### config.mk
export PLATFORM = sky130hd
export DESIGN_NAME = hp54542c_frame_lock_ctrl
export DESIGN_NICKNAME = d
export VERILOG_FILES = /design/src/rtl/hp54542c_frame_lock_ctrl.sv
export SDC_FILE = /design/constraint.sdc
export NUM_CORES = 1
export LEC_CHECK = 0
export CAP_MARGIN = 20
export CELL_PAD_IN_SITES_DETAIL_PLACEMENT = 1
export CELL_PAD_IN_SITES_GLOBAL_PLACEMENT = 1
export CORE_ASPECT_RATIO = 1.25
export CORE_MARGIN = 2
export CORE_UTILIZATION = 41
export CTS_BUF_LIST = sky130_fd_sc_hd__clkbuf_8
export DETAILED_ROUTE_END_ITERATION = 12
export PLACE_DENSITY_LB_ADDON = 0.12
export SLEW_MARGIN = 5
export SYNTH_ARGS = -nofsm -noshare
export SYNTH_HDL_FRONTEND = slang
export SYNTH_SLANG_ARGS = --single-unit
export TNS_END_PERCENT = 20
### constraint.sdc
create_clock -name iw_clk -period 2.4 [get_ports iw_clk]
set_clock_uncertainty 0.05 [all_clocks]
set_input_delay 0.48 -clock iw_clk [delete_from_list [all_inputs] [get_ports iw_clk]]
set_output_delay 0.48 -clock iw_clk [all_outputs]
set_load 0.02 [all_outputs]
### src/rtl/hp54542c_frame_lock_ctrl.sv
// Frame-lock sequencer: qualifies LCD sync frames and gates the VGA timing path
// with frame/line strobes and a lock flag once the frame shape is stable.
module hp54542c_frame_lock_ctrl #(
    parameter int unsigned P_LINES         = 480,
    parameter int unsigned P_LINE_CLKS     = 800,
    parameter int unsigned P_LINE_TOL      = 4,
    parameter int unsigned P_VGAP_MIN      = 1000,
    parameter int unsigned P_LOCK_FRAMES   = 3,
    parameter int unsigned P_UNLOCK_MISSES = 2,
    parameter int unsigned P_TIMEOUT       = 500000
) (
    input  logic       iw_clk,
    input  logic       iw_reset,
    input  logic       iw_sync,
    output logic       ow_locked,
    output logic       ow_frame_start,
    output logic       ow_line_start,
    output logic [1:0] ow_state,
    output logic [9:0] ow_line_count,
    output logic [7:0] ow_err_count
);

    typedef enum logic [1:0] {
        ST_SEARCH = 2'd0,
        ST_VERIFY = 2'd1,
        ST_LOCKED = 2'd2
    } state_t;

    localparam logic [18:0] GAP_MAX  = '1;
    localparam logic [18:0] GAP_VMIN = 19'(P_VGAP_MIN);
    localparam logic [18:0] GAP_LO   = 19'(P_LINE_CLKS - P_LINE_TOL);
    localparam logic [18:0] GAP_HI   = 19'(P_LINE_CLKS + P_LINE_TOL);
    localparam logic [18:0] GAP_TO   = 19'(P_TIMEOUT);
    localparam logic [9:0]  LINES_N  = 10'(P_LINES);
    localparam logic [7:0]  LOCK_N   = 8'(P_LOCK_FRAMES);
    localparam logic [7:0]  MISS_N   = 8'(P_UNLOCK_MISSES);

    state_t      state_q, state_d;
    logic        sync_q;
    logic [18:0] gap_q, gap_d;
    logic [9:0]  line_cnt_q, line_cnt_d;
    logic        frame_bad_q, frame_bad_d;
    logic [7:0]  good_q, good_d;
    logic [7:0]  miss_q, miss_d;
    logic [7:0]  err_q, err_d;
    logic        frame_start_q, frame_start_d;
    logic        line_start_q, line_start_d;

    logic sync_edge, boundary, line_ok, frame_good, timeout;

    always_comb begin
        sync_edge  = iw_sync & ~sync_q;
        boundary   = sync_edge && (gap_q > GAP_VMIN);
        line_ok    = (gap_q >= GAP_LO) && (gap_q <= GAP_HI);
        frame_good = (line_cnt_q == LINES_N) && !frame_bad_q;
        // an edge on the threshold cycle takes precedence over the timeout
        timeout    = !sync_edge && (gap_q == GAP_TO);
    end

    always_comb begin
        state_d     = state_q;
        gap_d       = gap_q;
        line_cnt_d  = line_cnt_q;
        frame_bad_d = frame_bad_q;
        good_d      = good_q;
        miss_d      = miss_q;
        err_d       = err_q;

        if (sync_edge) begin
            gap_d = 19'd1;
        end else if (gap_q != GAP_MAX) begin
            gap_d = gap_q + 19'd1;
        end

        if (boundary) begin
            line_cnt_d  = 10'd1;
            frame_bad_d = 1'b0;
        end else if (sync_edge) begin
            if (line_cnt_q != '1) line_cnt_d = line_cnt_q + 10'd1;
            if (!line_ok) frame_bad_d = 1'b1;
        end

        if (timeout) begin
            state_d = ST_SEARCH;
            if (state_q == ST_LOCKED && err_q != '1) err_d = err_q + 8'd1;
        end else if (boundary) begin
            unique case (state_q)
                ST_SEARCH: begin
                    state_d = ST_VERIFY;
                    good_d  = '0;
                end
                ST_VERIFY: begin
                    if (frame_good) begin
                        good_d = good_q + 8'd1;
                        if (good_q + 8'd1 == LOCK_N) begin
                            state_d = ST_LOCKED;
                            miss_d  = '0;
                        end
                    end else begin
                        state_d = ST_SEARCH;
                    end
                end
                ST_LOCKED: begin
                    if (frame_good) begin
                        miss_d = '0;
                    end else begin
                        miss_d = miss_q + 8'd1;
                        if (miss_q + 8'd1 == MISS_N) begin
                            state_d = ST_SEARCH;
                            if (err_q != '1) err_d = err_q + 8'd1;
                        end
                    end
                end
                default: state_d = ST_SEARCH;
            endcase
        end

        // strobes follow the post-edge state so lock and unlock edges line up with ow_locked
        frame_start_d = boundary && (state_d == ST_LOCKED);
        line_start_d  = sync_edge && (state_d == ST_LOCKED);
    end

    always_ff @(posedge iw_clk) begin
        if (iw_reset) begin
            state_q       <= ST_SEARCH;
            sync_q        <= 1'b0;
            gap_q         <= '0;
            line_cnt_q    <= '0;
            frame_bad_q   <= 1'b0;
            good_q        <= '0;
            miss_q        <= '0;
            err_q         <= '0;
            frame_start_q <= 1'b0;
            line_start_q  <= 1'b0;
        end else begin
            state_q       <= state_d;
            sync_q        <= iw_sync;
            gap_q         <= gap_d;
            line_cnt_q    <= line_cnt_d;
            frame_bad_q   <= frame_bad_d;
            good_q        <= good_d;
            miss_q        <= miss_d;
            err_q         <= err_d;
            frame_start_q <= frame_start_d;
            line_start_q  <= line_start_d;
        end
    end

    assign ow_locked      = (state_q == ST_LOCKED);
    assign ow_frame_start = frame_start_q;
    assign ow_line_start  = line_start_q;
    assign ow_state       = state_q;
    assign ow_line_count  = line_cnt_q;
    assign ow_err_count   = err_q;

endmodule

Yosys cells after proc, flatten, opt, wreduce, memory -nomap -nowiden
Index checks and enable logic that the tools add are counted.

Bits in registers: 59. Input bits: 3. Output and inout bits: 23.

$add $sub $neg: 5. Magnitude comparators: 3. Eq/ne operators: 14. Multiplexer cells: 25. Bitwise logic cells: 4. Reduce and logical (&&, ||, !) cells: 27.

Operators with widths (count): 2-to-1 mux 8 bit (11); one-hot mux 8 bit (2 select lines) (2); adder 8 x 1 -> 8 bit (second input constant) (3); adder 19 x 1 -> 19 bit (second input constant) (1); equality test 19 bit (second input constant) (1); greater-or-equal comparator 19 x 10 -> 1 bit (second input constant) (1); greater-than comparator 19 x 10 -> 1 bit (second input constant) (1); less-or-equal comparator 19 x 10 -> 1 bit (second input constant) (1); != test 19 bit (second input constant) (1); nonzero test 2 bit (9); equality test 8 x 2 -> 1 bit (second input constant) (2); 2-to-1 mux 2 bit (6); adder 10 x 1 -> 10 bit (second input constant) (1); equality test 10 x 9 -> 1 bit (second input constant) (1); != test 10 bit (second input constant) (1); != test 8 bit (second input constant) (1); logical AND 1 bit (7); one-hot mux 2 bit (3 select lines) (1); AND reduction 2 bit (3); AND reduction 6 bit (1); 2-to-1 mux 1 bit (5); AND reduction 5 bit (1); equality test 2 bit (second input constant) (2); != test 2 x 1 -> 1 bit (second input constant) (2); other kinds (8) (13).

Logic depth before layout (Yosys ltp)
Gate-level depths: netlist (run 1).

Word-level depth: 9. Mapped depth: 9.

Least setup slack after synthesis (run 1)
OpenSTA, ideal clock, no wires.

Path type: register -> register. From: reg line_cnt_q[0], in the netlist ow_line_count[0]. To: reg err_q[3], in the netlist ow_err_count[3]. Setup time: 0.123 ns. Arrival time: 2.392 ns. Data required time: 2.227 ns. Setup slack: -0.165 ns. Cell stages (with the launch flop): 10. Path buffers: 1. Cells stage by stage: dfxtp_1 > inv_1 > ha_1 > nor4b_1 > nand4_1 > nand2_1 > or4_1 > buf_6 > o41ai_4 > mux2_1.

Word-level cells in the longest chain between the ends: 4.

Ends and longest elaborated chain: start, declared (RTL line 41) `logic [9:0] line_cnt_q, line_cnt_d;`; start signal, assigned (RTL line 139) `line_cnt_q <= line_cnt_d;`; equality test 10 x 9 -> 1 bit (RTL line 55) `frame_good = (line_cnt_q == LINES_N) && !frame_bad_q;`; logical AND 1 bit (RTL line 55); != test 2 x 1 -> 1 bit (no source line); AND reduction 6 bit (no source line); end signal, assigned (RTL line 143) `err_q <= err_d;`; end, declared (RTL line 45) `logic [7:0] err_q, err_d;`.

No other way between the ends. A chain may end at the register's enable or synchronous reset.

Final worst setup path (run 1)
From: reg miss_q[6]. To: reg line_start_q, in the netlist ow_line_start.

Word-level cells in the longest chain between the ends: 9.

Ends and longest elaborated chain: start, declared (RTL line 44) `logic [7:0] miss_q, miss_d;`; start signal, assigned (RTL line 142) `miss_q <= miss_d;`; adder 8 x 1 -> 8 bit (RTL line 108) `if (miss_q + 8'd1 == MISS_N) begin`; equality test 8 x 2 -> 1 bit (RTL line 108); 2-to-1 mux 2 bit (RTL line 108); 2-to-1 mux 2 bit (RTL line 104) `if (frame_good) begin`; one-hot mux 2 bit (3 select lines) (RTL line 87) `unique case (state_q)`; 2-to-1 mux 2 bit (RTL line 86) `end else if (boundary) begin`; 2-to-1 mux 2 bit (RTL line 83) `if (timeout) begin`; equality test 2 bit (RTL line 120) `line_start_d = sync_edge && (state_d == ST_LOCKED);`; logical AND 1 bit (RTL line 120); end signal, assigned (RTL line 145) `line_start_q <= line_start_d;`; end, declared (RTL line 47) `logic line_start_q, line_start_d;`.

No other way between the ends.

==> metrics.txt, run 1 <==
TritonCTS Buffers=9; pwr/cell area=496.2 nW/um^2; synth top area cells=dfxtp_1 35%, nor2_1 6.6%, xor2_1 3.9%; number of flops mapped to enable cells by yosys=0; Starting Density=0.4256; final WL=10040 um; clock latency on the worst-skew pair=0.35 ns; # diodes=0; area leader, netlist=dfxtp_1; area delta synth->final=34.88%; largest net degree at the start of global routing=21; root buffer cell=clkbuf_8; vias in the first global route=3535; Post-Synthesis Cell Area=3336 um^2; Worst Setup End Kind=flop; pin slew with the least headroom to its limit=0.5817 ns; H-tree Lvls=3; Max Transition Viols Final=0; all-layer global routing usage=0.2316; total core area=7838 um^2; Avg Vias per Cell=5.777; nets@finish=500; global route overflow=0; critical path class=reg -> reg; setup repair after global routing missed its margin=yes; initial antenna violation count=0; fmax=420.3 MHz; I/O Buffers=25; Setup violations, final=0; Post-Syn Nets=419; Row Count=36; DRT Pass-1 Iters=4; fin cells=588; Hold Path Class=reg -> reg; Synth Area per Inst=8.196 um^2; commonest cells in the synthesized netlist=59 x dfxtp_1, 59 x nor2_1, 31 x nand2_1, 22 x nand3_1, 20 x a21oi_1; gp weighted congestion=0.8268; Vias=3397; DIE AREA=8878 um^2; crit path time final=2.379 ns; global-route wire length before repair=16680 um; Final Hold Vio Count=0; Max-cap violations=0; DRT iter0 DRCs=69; Hold-fix buffers, CTS=0; Relative slew margins=0.6086; Max VDD drop=0.4195 mV; I/O pin cnt=26; Post-synth top flop=dfxtp_1; CTS max path bufs=2; Seq/Total Area, Yosys=0.3541; routed length per instance=17.08 um; #FFs+latches synth=59; CP max FO=5; Req. time, crit path=2.57 ns; status=finished, final reports clean; Cells after DPL=572; post-synth cell types=63; Yosys warnings=0; final worst path period share=0.9913; layout cell share with drive strength beyond 1=0.2414; DRC=0; clk slew on worst S/H paths=0.07 ns; Die X-Extent=84.68 um; DP Wirelength=7296 um; WHS=0.4504 ns; share of the synthesized area in the top cell type=0.3541; cells after synthesis=407; Routed Antenna Nets=0; crit path DAT=2.55 ns; Die Y=104.8 um; critical path startpoint category=flop; CTS tree=yes; Async SR Flop Fraction=0; Clock Sinks=59; Leak=1.687 nW
per-layer routing:
layer	track usage	vias up	wire length, um
met5	0	-	0
met1	0.2705	1690	4325
li1	-	1639	-
met2	0.4145	48	5315
met3	0.03239	20	209
met4	0.1020	0	195
final cells by class:
class / count / area [um^2]
Multi-Input combinational cell: 317 / 2172
Clock inverter: 6 / 103.9
Clock buffer: 10 / 137.6
Fill cell: 967 / 3338
Sequential cell: 59 / 1215
Timing Repair Buffer: 82 / 680.7
Inverter: 19 / 71.32
Tap cell: 95 / 118.9
logic make-up after synthesis:
logic type      Yosys count  synth area share
xor+xnor                 27           0.07089
buf+inv                  31           0.03901
fa+ha+maj                 9           0.03376
compound gates           67            0.1553
simple gates            206            0.3203
mux                       8           0.02663
flops                    59            0.3541
power by group:
part	switching (mW)	internal, mW
Clock	0.422	0.711
Sequential	0.00527	0.981
Combinational	0.0655	0.0479
Total	0.493	1.74
repair_timing:
action | CTS | global route
endpoints found under the hold margin | 0 | 0
pin swaps | 8 | 15
gates resized for setup | 18 | 28
buffers inserted | 0 | 1
endpoints found under the setup margin | 11 | 19
cell usage in the layout (no fill, tap or decap), types with 7 or more instances in the layout:
cell type         n
a21oi_1          19
and3_1            7
buf_4            57
clkbuf_8         10
clkdlybuf4s50_1  24
dfxtp_1          48
dfxtp_4           8
inv_1            19
nand2_1          30
nand2b_1          7
nand3_1          21
nand4_1          16
nor2_1           58
nor2b_1          13
nor3_1           10
o21ai_0           8
or3_1             9
xnor2_1          12
xor2_1           15
flip-flops by register name, indices dropped and copies added, names as in the netlist:
name / cells
ow_state: 2
ow_err_count: 8
ow_line_start: 1
frame_bad_q: 1
good_q: 8
gap_q: 19
ow_frame_start: 1
miss_q: 8
ow_line_count: 10
sync_q: 1
stage by stage:
step | instance area [um^2] | power (mW) | util | TNS [ns] | setup WS (ns)
final | 4499 | 2.233 | 0.5741 | 0 | 0.02097
after detailed placement | 4081 | 1.125 | 0.5208 | -1.653 | -0.2766
after global placement | 4081 | 1.120 | 0.5208 | -1.238 | -0.2415
after floorplan | 3343 | 1.071 | - | 0 | 0.05132
after CTS | 4388 | 2.259 | 0.5599 | -0.01710 | -0.008578
after global routing | 4499 | 2.305 | 0.5741 | -0.3055 | -0.05423
worst paths after layout:
path	slack [ns]	from	depth (start not counted)	end
max	0.02	miss_q[6]	7	ow_line_start
min	0.45	good_q[6]	2	good_q[6]
max reg2reg	0.02	miss_q[6]	7	ow_line_start
min reg2reg	0.45	good_q[6]	2	good_q[6]
critical path, cell delays in order, from the launching register on:
cell and delay (ns):
dfxtp_4 0.39, nand4_1 0.16, o21ai_2 0.19, buf_4 0.13, or2b_1 0.22, or4_4 0.52, a222oi_1 0.47, nor4_2 0.12
Power figures use the tool's default switching activity.
==> run 2: changes to the inputs <==
Settings changed: ABC_AREA from default to 1, CORE_UTILIZATION 41 to 40.
==> run 2 against run 1 <==
  * Critical endpoint is now ow_locked
  * Synthesized cell count up 29%
  * Largest cell class unchanged
  * Maximum frequency up 5.5%
  * Sequential cell count unchanged
  * Global-route usage down 0.45 points
  * Die area up 8.7%
  * Setup slack better by 0.12 ns
  * Total power down 8.0%
  * Largest power group is now sequential cells
  * Non-clock buffer count down 50
  * Design area down 7.8%
==> metrics.txt, run 2 <==
# diodes=0 (unchanged); CTS max path bufs=2 (unchanged); Die Y=109.3 um (+4.3%); commonest cells after routing, fill and taps aside=103 x nand2_1, 66 x nor2_1, 59 x inv_1, 59 x dfxtp_1, 54 x nand3_1; number of flops mapped to enable cells by yosys=0 (unchanged); leading cell type in the layout, fill and taps excluded=nand2_1; CP max FO=5 (unchanged); Final WS setup=0.1453 ns (+0.1244 ns); Row Count=38 (+5.6%); post-synth cell types=40 (-37%); Seq/Total Area, Yosys=0.3327 (-0.02134); Worst Setup End Kind=primary output; Cells after DPL=666 (+16%); DRT Pass-1 Iters=4 (unchanged); CP delay by family, top=buffers and inverters; Setup violations, final=0 (unchanged); most frequent cell after synthesis=nand2_1; pwr/cell area=494.9 nW/um^2 (-0.27%); slowest CP cell=clkdlybuf4s50_1; crit path DAT=1.72 ns (-0.83 ns); # resized after CTS=0 (-18); Final Hold Vio Count=0 (unchanged); Layout fillers=1151 (+19%); critical-path cell list=inv_1, nor2_2, clkdlybuf4s50_1; largest net degree at the start of global routing=15 (-29%); cell area after placement=3936 um^2 (-3.6%); Post-synth top flop=dfxtp_1; Synth Area per Inst=6.787 um^2 (-17%); Max VDD drop=0.3086 mV (-26%); TritonCTS Buffers=9 (unchanged); H-tree Lvls=3 (unchanged); status=finished, final reports clean; Relative slew margins=0.6617 (+0.05304); DRT iter0 DRCs=94 (+36%); Die X-Extent=88.26 um (+4.2%); Hold-fix buffers, CTS=0 (unchanged); Post-Syn Nets=535 (+28%); Async SR Flop Fraction=0 (unchanged); clk slew on worst S/H paths=0.07 ns (about the same); gp weighted congestion=0.8687 (+5.1%); vias in the first global route=3575 (+1.1%); global-route wire length before repair=16860 um (+1.1%); Clock Sinks=59 (unchanged); #FFs+latches synth=59 (unchanged); Post-Synthesis Cell Area=3550 um^2 (+6.4%); Largest Register=gap_q; CTS tree=yes; final instance area=4149 um^2 (-7.8%); max reg flops=19 (unchanged); CP Buf/Inv Count=2 (+1); crit path time final=2.255 ns (-0.1244 ns); Routed Antenna Nets=0 (unchanged); Post-Place Worst Slack=0.07579 ns (+0.3524 ns); cells after synthesis=523 (+29%); area leader, netlist=dfxtp_1; routed length per instance=14.97 um (-12%); I/O pin cnt=26 (unchanged); critical path startpoint category=flop; fin cells=682 (+16%); total core area=8653 um^2 (+10%); initial antenna violation count=0 (unchanged); critical path class=reg -> out; DRC=0 (unchanged); root buffer cell=clkbuf_8; clock latency on the worst-skew pair=0.36 ns (about the same); pin slew with the least headroom to its limit=0.5069 ns (-0.07475 ns); global route overflow=0 (unchanged); WHS=0.4127 ns (-0.03769 ns); Max Transition Viols Final=0 (unchanged); DIE AREA=9648 um^2 (+8.7%); post-CTS setup buffer count=0 (unchanged); area delta synth->final=16.88%; final WL=10210 um (+1.6%); Req. time, crit path=1.87 ns (-0.70 ns); Starting Density=0.4102 (-0.01540); Leak=1.636 nW (-3.1%); commonest cells in the synthesized netlist=103 x nand2_1, 66 x nor2_1, 59 x dfxtp_1, 59 x inv_1, 54 x nand3_1; Max-cap violations=0 (unchanged); crit-path max cell delay=0.64 ns (+0.12 ns); setup tns final=0 ns (unchanged); final worst path period share=0.9394 (-0.05183); synth top area cells=dfxtp_1 33%, nand2_1 11%, nand3_1 7.6%; setup repair after global routing missed its margin=no; Avg Vias per Cell=5.155 (-11%); I/O Buffers=25 (unchanged); all-layer global routing usage=0.2271 (-0.004478); nets@finish=569 (+14%); Hold Path Class=reg -> reg; Yosys warnings=0 (unchanged); share of the synthesized area in the top cell type=0.3327 (-0.02134); Vias=3516 (+3.5%); fmax=443.5 MHz (+5.5%); layout cell share with drive strength beyond 1=0.1068 (-0.1346); DP Wirelength=7709 um (+5.7%)
==> run 2: cell families after synthesis <==
| logic type | after synthesis | share of synthesized area |
|---|---|---|
| xor+xnor | 22 | 0.05428 |
| flops | 59 | 0.3327 |
| buf+inv | 77 | 0.09059 |
| simple gates | 289 | 0.3877 |
| compound gates | 67 | 0.1029 |
| fa+ha+maj | 9 | 0.03172 |
==> run 2: where the power goes <==
part / total [mW] / internal (mW) / leakage, nW / switching (mW)
Combinational: 0.0778 / 0.0270 / 1.05 / 0.0507
Clock: 0.981 / 0.560 / 0.108 / 0.420
Sequential: 0.995 / 0.986 / 0.476 / 0.00837
Total: 2.05 / 1.57 / 1.64 / 0.479
==> run 2: area by class of cell <==
type,count,area [um^2],share of cell area
Clock buffer,12,165.2,0.03981
Clock inverter,4,47.55,0.01146
Inverter,68,255.2,0.06152
Multi-Input combinational cell,387,2047,0.4934
Sequential cell,59,1181,0.2847
Tap cell,120,150.1,0.03619
Timing Repair Buffer,32,302.8,0.07298
==> run 2: routing by layer <==
metal	global-route usage	vias to the layer above	share of wire
li1	-	1777	-
met1	0.2610	1684	0.43
met2	0.4066	37	0.53
met3	0.03754	18	0.019
met4	0.1028	0	0.021
met5	0	-	0
==> run 2: worst min-delay path, stage by stage, from the launching register on <==
cell	delay (ns)
dfxtp_1	0.30
inv_1	0.06
a21oi_1	0.06
==> run 2: stage by stage <==
step	utilization	total power, mW
after CTS	0.4795	2.072
after global routing	0.4795	2.128
after detailed placement	0.4549	1.096
after global placement	0.4549	1.094
after floorplan	-	1.064
final	0.4795	2.053
==> run 2: path summary, 6_finish.rpt <==
path,from,to,slack (ns),cells after the start
worst max-delay path,ow_state[1],ow_locked,0.15,3
worst max register to register,good_q[1],miss_q[0],0.39,10
worst min-delay path,frame_bad_q,frame_bad_q,0.41,2
worst min register to register,frame_bad_q,frame_bad_q,0.41,2
==> run 3: changes to the inputs <==
Settings changed: GPL_ROUTABILITY_DRIVEN from default to 1.
==> results of run 3 <==
Same layout as run 2: the final DEF is identical, and so are final timing and power.
